--- src/rtl/ram_arb_pkg.sv ---
// Shared types and constants for the two-master RAM arbiter.
//   arb_state_t : arbitration FSM state (no owner / locked owner 0 / locked owner 1)
//   master_id_t : master index carried with each issued read
//   rd_tag_t    : {valid, id} entry of the read-return tag pipeline
package ram_arb_pkg;

  localparam int NUM_MASTERS  = 2;
  localparam int DEF_MAX_HOLD = 16;

  typedef enum logic [1:0] {
    IDLE = 2'd0,
    OWN0 = 2'd1,
    OWN1 = 2'd2
  } arb_state_t;

  typedef logic master_id_t;

  typedef struct packed {
    logic       valid;
    master_id_t id;
  } rd_tag_t;

endpackage

--- src/rtl/ram_rd_tag_pipe.sv ---
// Read-return tag pipeline: delays the {valid, id} tag of each issued read by
// DEPTH cycles so it lines up with the RAM's read data.
//   clk, rst_n : clock, asynchronous active-low clear (drops in-flight tags)
//   i_tag      : tag of the access issued this cycle
//   o_tag      : tag of the access issued DEPTH cycles ago
module ram_rd_tag_pipe
  import ram_arb_pkg::*;
#(
  parameter int DEPTH = 1
) (
  input  logic    clk,
  input  logic    rst_n,
  input  rd_tag_t i_tag,
  output rd_tag_t o_tag
);

  rd_tag_t [DEPTH-1:0] r_pipe;

  always_ff @(posedge clk or negedge rst_n) begin
    if (!rst_n) begin
      r_pipe <= '0;
    end else begin
      r_pipe[0] <= i_tag;
      for (int i = 1; i < DEPTH; i++) begin
        r_pipe[i] <= r_pipe[i-1];
      end
    end
  end

  assign o_tag = r_pipe[DEPTH-1];

endmodule

--- src/rtl/ram_arbiter.sv ---
// Two-master arbiter for the single synchronous-read RAM port.
// Master 0 is the CPU, master 1 a loader/DMA. Round-robin between unlocked
// requests, locked bursts with a forced release after MAX_HOLD accesses, and
// read-valid steering back to the master that issued the read.
//   clk, rst          : clock, asynchronous active-low reset
//   m*_req/we/lock    : request, write(1)/read(0), keep ownership after access
//   m*_addr/wdata     : access address and write data
//   m*_gnt            : access driven onto the RAM pins this cycle
//   m*_rvalid/rdata   : read data return (rdata is shared, rvalid is steered)
//   ram_*             : RAM port
//
// state | meaning
// IDLE  | no owner, round-robin between requesters
// OWN0  | master 0 holds a locked burst, master 1 stalls
// OWN1  | master 1 holds a locked burst, master 0 stalls
module ram_arbiter
  import ram_arb_pkg::*;
#(
  parameter int AW       = 24,
  parameter int DW       = 16,
  parameter int RD_LAT   = 1,
  parameter int MAX_HOLD = DEF_MAX_HOLD
) (
  input  logic          clk,
  input  logic          rst,
  input  logic          m0_req,
  input  logic          m0_we,
  input  logic          m0_lock,
  input  logic [AW-1:0] m0_addr,
  input  logic [DW-1:0] m0_wdata,
  output logic          m0_gnt,
  output logic          m0_rvalid,
  output logic [DW-1:0] m0_rdata,
  input  logic          m1_req,
  input  logic          m1_we,
  input  logic          m1_lock,
  input  logic [AW-1:0] m1_addr,
  input  logic [DW-1:0] m1_wdata,
  output logic          m1_gnt,
  output logic          m1_rvalid,
  output logic [DW-1:0] m1_rdata,
  output logic [AW-1:0] ram_addr,
  output logic [DW-1:0] ram_wr_data,
  output logic          ram_wr_en,
  output logic          ram_rd_en,
  input  logic [DW-1:0] ram_rd_data
);

  localparam logic [7:0] HOLD_MAX = 8'(MAX_HOLD);

  arb_state_t r_state;
  master_id_t r_rr_last;
  logic [7:0] r_hold_cnt;

  logic       w_gnt0;
  logic       w_gnt1;
  logic       w_any;
  master_id_t w_win;
  logic       w_lock;
  logic       w_we;
  logic [7:0] w_hold_next;
  rd_tag_t    w_tag_in;
  rd_tag_t    w_tag_out;

  // Grants are gated by rst so the RAM pins stay quiet while reset is held.
  always_comb begin
    w_gnt0 = 1'b0;
    w_gnt1 = 1'b0;
    if (rst) begin
      case (r_state)
        IDLE: begin
          // On contention the master that did not win last time goes first.
          w_gnt0 = m0_req & (~m1_req | r_rr_last);
          w_gnt1 = m1_req & (~m0_req | ~r_rr_last);
        end
        OWN0:    w_gnt0 = m0_req;
        OWN1:    w_gnt1 = m1_req;
        default: ;
      endcase
    end
  end

  assign w_any       = w_gnt0 | w_gnt1;
  assign w_win       = w_gnt1;
  assign w_lock      = w_gnt1 ? m1_lock : m0_lock;
  assign w_we        = w_gnt1 ? m1_we : m0_we;
  assign w_hold_next = r_hold_cnt + 8'd1;

  assign m0_gnt      = w_gnt0;
  assign m1_gnt      = w_gnt1;
  assign ram_addr    = w_gnt0 ? m0_addr  : (w_gnt1 ? m1_addr  : '0);
  assign ram_wr_data = w_gnt0 ? m0_wdata : (w_gnt1 ? m1_wdata : '0);
  assign ram_wr_en   = w_any & w_we;
  assign ram_rd_en   = w_any & ~w_we;

  always_ff @(posedge clk or negedge rst) begin
    if (!rst) begin
      r_state    <= IDLE;
      r_rr_last  <= 1'b1;
      r_hold_cnt <= 8'd0;
    end else begin
      case (r_state)
        IDLE: begin
          if (w_any) begin
            r_rr_last <= w_win;
            if (w_lock) begin
              r_state    <= w_win ? OWN1 : OWN0;
              r_hold_cnt <= 8'd1;
            end
          end
        end
        OWN0, OWN1: begin
          if (w_any) begin
            r_rr_last <= w_win;
            // Forced release keeps rr_last on the owner, so a waiting master wins next.
            if (!w_lock || w_hold_next == HOLD_MAX) begin
              r_state    <= IDLE;
              r_hold_cnt <= 8'd0;
            end else begin
              r_hold_cnt <= w_hold_next;
            end
          end else begin
            // Owner dropped its request: give up ownership, one bubble.
            r_state    <= IDLE;
            r_hold_cnt <= 8'd0;
          end
        end
        default: begin
          r_state    <= IDLE;
          r_hold_cnt <= 8'd0;
        end
      endcase
    end
  end

  assign w_tag_in = '{valid: ram_rd_en, id: w_win};

  ram_rd_tag_pipe #(
    .DEPTH(RD_LAT)
  ) u_tag_pipe (
    .clk  (clk),
    .rst_n(rst),
    .i_tag(w_tag_in),
    .o_tag(w_tag_out)
  );

  assign m0_rvalid = w_tag_out.valid & (w_tag_out.id == 1'b0);
  assign m1_rvalid = w_tag_out.valid & (w_tag_out.id == 1'b1);
  assign m0_rdata  = ram_rd_data;
  assign m1_rdata  = ram_rd_data;

endmodule

--- config.mk ---
export PLATFORM = sky130hd
export DESIGN_NAME = ram_arbiter
export DESIGN_NICKNAME = d
export VERILOG_FILES = /design/src/rtl/ram_arb_pkg.sv /design/src/rtl/ram_rd_tag_pipe.sv /design/src/rtl/ram_arbiter.sv
export SDC_FILE = /design/constraint.sdc
export NUM_CORES = 1
export LEC_CHECK = 0
export CAP_MARGIN = 40
export CORE_MARGIN = 2
export CORE_UTILIZATION = 25
export CTS_BUF_LIST = sky130_fd_sc_hd__clkbuf_2
export CTS_CLUSTER_SIZE = 30
export DETAILED_ROUTE_END_ITERATION = 10
export GPL_TIMING_DRIVEN = 0
export PLACE_DENSITY_LB_ADDON = 0.2
export SYNTH_ARGS = -nofsm -noshare
export SYNTH_HDL_FRONTEND = slang
export SYNTH_HIERARCHICAL = 1
export SYNTH_SLANG_ARGS = --single-unit
--- constraint.sdc ---
create_clock -name clk -period 2.3 [get_ports clk]
set_input_delay 0.46 -clock clk [delete_from_list [all_inputs] [get_ports clk]]
set_output_delay 0.46 -clock clk [all_outputs]
set_load 0.05 [all_outputs]
Word-level counts from Yosys, hierarchy flattened:

Cells that the tools add are included.

* add/subtract/negate cells: 1
* eq/ne operators: 6
* multiplexer cells: 21
* bitwise gates (word level): 14
* reduce and logical (&&, ||, !) cells: 8

Operator list (number)
* 24-bit 2-to-1 mux: 2
* 16-bit 2-to-1 mux: 2
* 8-bit 2-to-1 mux: 4
* 8-bit one-hot mux with 2 select lines: 1
* 2-bit 2-to-1 mux: 5
* 8-bit by 1-bit adder with 8-bit output, second input constant: 1
* 8-bit by 5-bit equality test with 1-bit output, second input constant: 1
* 1-bit AND: 6
* 1-bit NOT: 5
* 1-bit 2-to-1 mux: 4
* 2-bit != test, second input constant: 2
* 1-bit one-hot mux with 2 select lines: 2
* 2-bit one-hot mux with 2 select lines: 1
* 2-bit AND reduction: 2
* 3-bit != test, second input constant: 1
* 1-bit bitwise OR: 3
* 3-bit AND reduction: 1
* 3-bit OR reduction: 1
* 2-bit by 1-bit equality test with 1-bit output, second input constant: 1
* 2-bit equality test, second input constant: 1
* 2-bit logical NOT: 1
* 2-bit OR reduction: 1
* 1-bit logical NOT: 1
* 1-bit logical OR: 1

* bits in registers: 13
* input port bits: 104
* output and inout port bits: 78
* word-level logic and storage cells: 55

Depth between registers and ports, before layout:

Gate-level depths: netlist of the first run.

* depth after elaboration: 11
* depth in mapped cells: 9
* gate-level depth less buffers: 9

By module:

Netlist of the first run, hierarchy kept.

By module, submodules not included
* ram_arbiter: instances 1, cells each 179, area an instance 1482.7 um^2, seq. area each 276.5 um^2
* ram_rd_tag_pipe: instances 1, cells each 2, area an instance 50.0 um^2, seq. area each 50.0 um^2

Worst setup path after synthesis of the first run:

No wires, ideal clock.

* kind: register -> output
* start point: reg r_state[0]
* end point: out ram_wr_data[10]
* arrival time: 2.304 ns
* data required time: 1.840 ns
* setup slack: -0.464 ns
* cell stages (with the launch flop): 7
* path buffers: 1
* path through: dfrtp_1 inv_1 ha_1 o211ai_1 nor2_2 clkbuf_1 a22o_1

* elaborated cells between the ends (all ways): 9
* those cells by class: eq/ne: 2; mux: 6; reduce/logical: 1

RTL lines
* from (decl): line ram_arbiter.sv:51 `arb_state_t r_state;`
* from (signal assigned): line ram_arbiter.sv:107 `r_state <= w_win ? OWN1 : OWN0;`
* 2-bit by 1-bit equality test with 1-bit output or 2-bit logical NOT (tied branches): line ram_arbiter.sv:70 `case (r_state)`
* 1-bit one-hot mux with 2 select lines (*): line ram_arbiter.sv:70
* 1-bit 2-to-1 mux (*): line ram_arbiter.sv:69 `if (rst) begin`
* named net m0_gnt: line ram_arbiter.sv:31 `output logic m0_gnt,`
* 16-bit 2-to-1 mux (*): line ram_arbiter.sv:92 `assign ram_wr_data = w_gnt0 ? m0_wdata : (w_gnt1 ? m1_wdata : '0);`
* to (decl): line ram_arbiter.sv:43 `output logic [DW-1:0] ram_wr_data,`

Mark *: on every way through the listed nets, which the timed path passes. The rest lies on a longest branch.

Worst setup path after layout of the first run:

* start point: reg r_state[1]
* end point: out ram_addr[9]

* word-level cells in the longest chain between the ends: 5
* elaborated cells between the ends (all ways): 9
* those cells by class: eq/ne: 2; mux: 6; reduce/logical: 1

RTL lines
* 2-bit equality test or 2-bit logical NOT (tied branches): line ram_arbiter.sv:70
* 1-bit one-hot mux with 2 select lines: line ram_arbiter.sv:70
* 1-bit 2-to-1 mux: line ram_arbiter.sv:69
* 24-bit 2-to-1 mux: line ram_arbiter.sv:91 `assign ram_addr = w_gnt0 ? m0_addr : (w_gnt1 ? m1_addr : '0);`
* 24-bit 2-to-1 mux (*): line ram_arbiter.sv:91
* to (decl): line ram_arbiter.sv:42 `output logic [AW-1:0] ram_addr,`

Every way passes the cells marked *; elsewhere a longest branch is shown, timed or not.

==> metrics.yaml, run 1 <==
synthCells: 181
ir_worst_vdd_mv: 0.412
n_fill_cell: 468
io_buffers: 165
worstSetupEndpointType: "output pin"
dpl.cell_count: 421
finalSetupViolCount: 47
core_area_sq_um: 5920
first_global_vias: 2040
yosys.area.top_type: "a22o_1"
status: "complete, but fails checks"
cp_data_required_time_ps: 1840
wirelength_um: 7290
cts.sinks: 13
finalWorstSetupSlack_ps: -340
crit_fanout: 7
rows: 28
p_sw_frac: 0.506
relSlewSlack: 0.495
yosysWarnings: 6
antenna_found_initial: 0
period_share: 1.15
synth_top_cell_area_share: 0.240
drtIter0Drc: 55
die_x_um: 82.3
cts_root_buf: "clkbuf_2"
clockPowerShare: 0.041
drive_gt1_frac: 0.451
initial_core_util: 0.259
seq_power_share: 0.109
violations: "negative setup slack"
hp-class: "in -> async"
p_sw_w: 0.00155
syn_avg_cell_area_sq_um: 8.47
grt_start_max_net_pins: 16
track_usage: 0.194
worstMarginPinSlew_ps: 738
gp_congestion: 0.807
cts-htree-levels: 1
drt_first_pass_iters: 4
drv_cap: 0
antenna_left: 0
area_growth_pct: 154
diodes: 0
num_vias: 2080
intPower_w: 0.00151
post_drt_via_cell_ratio: 4.67
dieArea_sq_um: 6770
synthArstFlopShare: 1.00
cts_made_buffers: 3
hold_buffers: 0
wl_per_cell_um: 16.4
cts_tree: "built"
yosysSeqAreaShare: 0.213
powerDensity_nw_per_um2: 786
synthTopCellsByArea: "a22o_1 24%, dfrtp_1 20%, buf_4 16%, ha_1 4.9%, nand2_1 2.9%"
die_y_um: 82.3
clkSlewWorstSetupHoldPaths_ps: 160
cts_max_path_buffers: 2
grt_overflow_total: 0
p_leak_nw: 1.74
synth_fp_nets: 291
period_minus_slack_ps: 2640
maxSlewViolCount: 0
final_cells: 445
arrival_ps: 2180
ys_types: 40
drc: 0
holdWs_ps: 139
clock_skew_ps: 25.2
num_io_pins: 182
p_comb_frac: 0.850
synth-edff-count: 0
insertion_delay_ps: 300
syn_area_sq_um: 1530
grt_pass1_wl_um: 10100
rsz0062_at_grt: "true"
worst-setup-path-type: "reg -> out"
fmax_ghz: 0.379
finalNetCount: 481
cp-start-kind: "flip-flop"
hold_viol: 0
synthFlopType: "dfrtp_1"
dp_hpwl_um: 5620
yosys_register_bits: 13
critical path, cell delays in order, from the launching register on:
cell and delay, ps:
dfrtp_1 440, inv_2 100, ha_2 190, o211ai_1 170, nor2_4 250, nor2_4 70
buf_6 130, clkbuf_8 150, a22o_4 220, buf_8 150
cell usage after synthesis, types with 2 or more instances:
cell,instances
a21oi_1,3
a22o_1,42
a31oi_1,2
and2_1,3
buf_4,32
clkbuf_1,9
dfrtp_1,12
ha_1,6
inv_1,7
mux2i_1,2
nand2_1,12
nand3_1,5
nor2_1,6
nor3_1,2
nor3b_1,4
o21a_1,2
o21ai_0,5
o21ai_1,2
o22ai_1,2
o31ai_1,3
area by class of cell:
class	instances	area, sq um	share of cell area
Timing Repair Buffer	185	1980	0.508
Sequential cell	13	327	0.0840
Inverter	8	35.0	0.00901
Tap cell	75	93.8	0.0241
Clock inverter	1	5.00	0.00129
Multi-Input combinational cell	118	1100	0.284
Buffer	42	334	0.0859
Clock buffer	3	15.0	0.00386
sequential cells by signal, summed over array words and instances, names as in the netlist:
register / cells
r_hold_cnt: 8
r_state: 2
u_tag_pipe/o_tag: 2
r_rr_last: 1
power groups by stage:
| stage | Combinational, W | Clock (W) | Sequential [W] |
|---|---|---|---|
| 4_1_cts | 0.00244 | 0.000129 | 0.000328 |
| 3_3_place_gp | 0.00204 | 0 | 0.000328 |
| 3_5_place_dp | 0.00205 | 0 | 0.000332 |
| 6_report | 0.00260 | 0.000124 | 0.000333 |
| 5_1_grt | 0.00272 | 0.000138 | 0.000339 |
| 2_1_floorplan | 0.00138 | 0 | 0.000320 |
what timing repair did:
action                     CTS  global route
pin swaps                    5             1
setup endpoints to repair   54            50
gates resized for setup    356            21
setup buffers               12             3
cloned                       5             0
final timing paths:
check                                 from       endpoint  cells past startpoint  slack [ps]
worst min-delay path                   rst  r_hold_cnt[0]                      1         140
worst min register to register   r_rr_last      r_rr_last                      2         550
max in group asynchronous              rst      r_rr_last                      1        1850
worst max-delay path            r_state[1]    ram_addr[9]                      9        -340
worst max register to register  r_state[0]  r_hold_cnt[5]                      8        -120
min in group clk                 r_rr_last      r_rr_last                      2         550
kinds of logic after synthesis:
group                      Yosys count  synth area share
AOI/OAI and AO/OA                   69             0.377
buffers and inverters               50             0.205
and+or+nand+nor                     39             0.131
DFF                                 13             0.213
adders and majority gates            6            0.0490
xor gates and xnor gates             2            0.0114
muxes                                2            0.0131
per-layer routing:
layer	routed length [um]	track usage	share of wire	vias up
li1	-	-	-	1031
met1	2720	0.223	0.37	962
met2	3850	0.333	0.53	77
met3	566	0.0761	0.078	10
met4	149	0.0533	0.020	0
met5	0	0	0	-
cells in the final DEF, fill, tap and decap left out, types with 2 or more instances in the layout:
| master | Yosys | layout |
|---|---|---|
| buf_2 | 1 | 2 |
| nor3_1 | 2 | 2 |
| nor2_4 | 0 | 2 |
| buf_6 | 0 | 24 |
| mux2i_1 | 2 | 2 |
| o21a_1 | 2 | 2 |
| buf_12 | 0 | 2 |
| o21ai_0 | 5 | 5 |
| clkdlybuf4s50_1 | 0 | 120 |
| clkbuf_8 | 0 | 8 |
| buf_8 | 0 | 20 |
| a21oi_1 | 3 | 3 |
| clkbuf_2 | 0 | 5 |
| o21ai_1 | 2 | 2 |
| buf_4 | 32 | 45 |
| inv_2 | 0 | 2 |
| nor3b_1 | 4 | 3 |
| o31ai_1 | 3 | 3 |
| ha_1 | 6 | 4 |
| a22o_4 | 0 | 13 |
| dfrtp_1 | 12 | 12 |
| clkbuf_4 | 0 | 2 |
| nand2_1 | 12 | 12 |
| nor2_1 | 6 | 5 |
| and2_1 | 3 | 3 |
| inv_1 | 7 | 5 |
| a22o_2 | 0 | 28 |
| nand3_1 | 5 | 5 |
metrics by stage:
step / power (W) / TNS (ps) / utilization / cell area, sq um / worst slack (ps)
global route: 0.00320 / -18440 / 0.657 / 3890 / -420
CTS: 0.00290 / -11610 / 0.633 / 3750 / -294
floorplan: 0.00170 / -5270 / - / 1590 / -132
global placement: 0.00236 / -74910 / 0.564 / 3340 / -1630
finish: 0.00306 / -14050 / 0.657 / 3890 / -340
detailed placement: 0.00238 / -78590 / 0.564 / 3340 / -1700
Note: power is estimated with default switching activity, not from simulation.
==> run 2, diff against run 1 <==
CORE_UTILIZATION = 28   (was 25)
clock period = 2.65 ns   (was 2.3 ns; I/O delays follow)
==> run 2 against run 1 <==
Against the previous run: the run still ends with negative setup slack left; utilization increased by 4.2 points; final cell count decreased by 2.0%; routed wire length increased by 4.1%; design area decreased by 6.5%; critical path type unchanged; critical endpoint is now ram_addr[11].
==> metrics.yaml, run 2 (synthesis gave the netlist of run 1 again) <==
grt_pass1_wl_um: 11100
hp-class: "in -> async"
finalNetCount: 477
drt_first_pass_iters: 4
clock_skew_ps: 7.34
utilization: 0.699
wirelength_um: 7590
top_register: "r_hold_cnt"
final_cell_mix: "119 x clkdlybuf4s50_1, 45 x buf_4, 42 x buf_6"
track_usage: 0.235
crit_slowest_cell: "dfrtp_1"
post_drt_via_cell_ratio: 4.84
drc: 0
ir_worst_vdd_mv: 0.382
worst-path-buf-inv: 4
cts_root_buf: "clkbuf_2"
io_buffers: 165
dp_hpwl_um: 6040
period_share: 1.01
crit_fanout: 8
p_total_w: 0.00250
largest_reg_flops: 8
status: "complete, but fails checks"
core_area_sq_um: 5200
num_vias: 2112
p_leak_nw: 1.64
hold_viol: 0
fin_area_sq_um: 3640
worst-setup-path-type: "reg -> out"
powerDensity_nw_per_um2: 688
area_growth_pct: 137
rsz0062_at_grt: "true"
final_common_cell: "clkdlybuf4s50_1"
arrival_ps: 2130
cp_data_required_time_ps: 2120
grt_start_max_net_pins: 16
cts_tree: "built"
diodes: 0
cp-start-kind: "flip-flop"
fmax_ghz: 0.375
multi_input_area_sq_um: 978
die_x_um: 78.0
dieArea_sq_um: 6080
drv_cap: 0
clkSlewWorstSetupHoldPaths_ps: 130
drive_gt1_frac: 0.339
relSlewSlack: 0.577
finalWorstSetupSlack_ps: -14.5
antenna_left: 0
cts.sinks: 13
setup_tns_ps: -65.5
cts-htree-levels: 1
crit_chain: "inv_2 > ha_4 > a21bo_1 > a21o_4 > nor2_4 > buf_12 > clkbuf_8 > a22o_1 > buf_6"
initial_core_util: 0.294
drtIter0Drc: 61
first_global_vias: 2139
register_area_sq_um: 327
hold_buffers: 0
die_y_um: 78.0
maxSlewViolCount: 0
finalSetupViolCount: 7
antenna_found_initial: 0
cts_made_buffers: 3
worstMarginPinSlew_ps: 632
dpl_cell_area_sq_um: 3270
cts_max_path_buffers: 2
n_fill_cell: 427
num_io_pins: 182
insertion_delay_ps: 280
period_minus_slack_ps: 2660
gp_congestion: 0.798
critPathMaxStageDelay_ps: 420
worstSetupEndpointType: "output pin"
violations: "negative setup slack"
path_delay_family: "compound AO/OA/AOI/OAI gates"
wl_per_cell_um: 17.4
rows: 26
grt_overflow_total: 0
-- run 2: cell count changes in the layout (fill, tap and decap cells not counted), moves of 2 or more --
cell / before / now
a22o_1: 1 / 38
a22o_4: 13 / 4
buf_8: 20 / 4
buf_6: 24 / 42
clkbuf_8: 8 / 4
dlygate4sd2_1: 0 / 2
a22o_2: 28 / 0
-- run 2: path summary, 6_finish.rpt --
path,start,endpoint,slack (ps),depth (start not counted)
worst max-delay path,r_state[1],ram_addr[11],-10,9
worst min-delay path,rst,r_hold_cnt[7],120,1
worst max register to register,r_state[1],r_hold_cnt[1],270,8
worst min register to register,r_hold_cnt[3],r_hold_cnt[3],590,1
max in group asynchronous,rst,r_rr_last,2230,1
min in group clk,r_hold_cnt[3],r_hold_cnt[3],590,1
-- run 2: power breakdown --
| group | total [W] | switching (W) | internal [W] |
|---|---|---|---|
| Combinational | 0.00210 | 0.00121 | 0.000890 |
| Clock | 0.000107 | 0.0000670 | 0.0000400 |
| Sequential | 0.000291 | 0.0000458 | 0.000245 |
-- run 2: what timing repair did --
item,in CTS,in global routing
gates cloned,4,0
pin swaps,8,9
setup endpoints to repair,49,43
setup buffers,11,1
resized for setup,319,33
-- run 2: metrics by stage --
stage	hold WS (ps)	setup slack, ps	std cells
detailed placement	522	-1580	416
global placement	493	-1540	416
global route	137	-86.4	436
floorplan	234	24.5	181
finish	124	-14.5	436
CTS	124	-6.03	435
-- run 2: metal layers --
metal,GRT usage,part of all wire,up-vias
li1,-,-,1018
met1,0.251,0.35,980
met2,0.448,0.55,96
met3,0.0581,0.069,18
met4,0.0772,0.033,0
met5,0,0,-
-- run 2: layout make-up --
type                            instances  share of cell area
Sequential cell                        13              0.0898
Timing Repair Buffer                  181               0.507
Tap cell                               70              0.0241
Buffer                                 42              0.0950
Multi-Input combinational cell        118               0.269
Inverter                                8             0.00964
Clock buffer                            4             0.00551
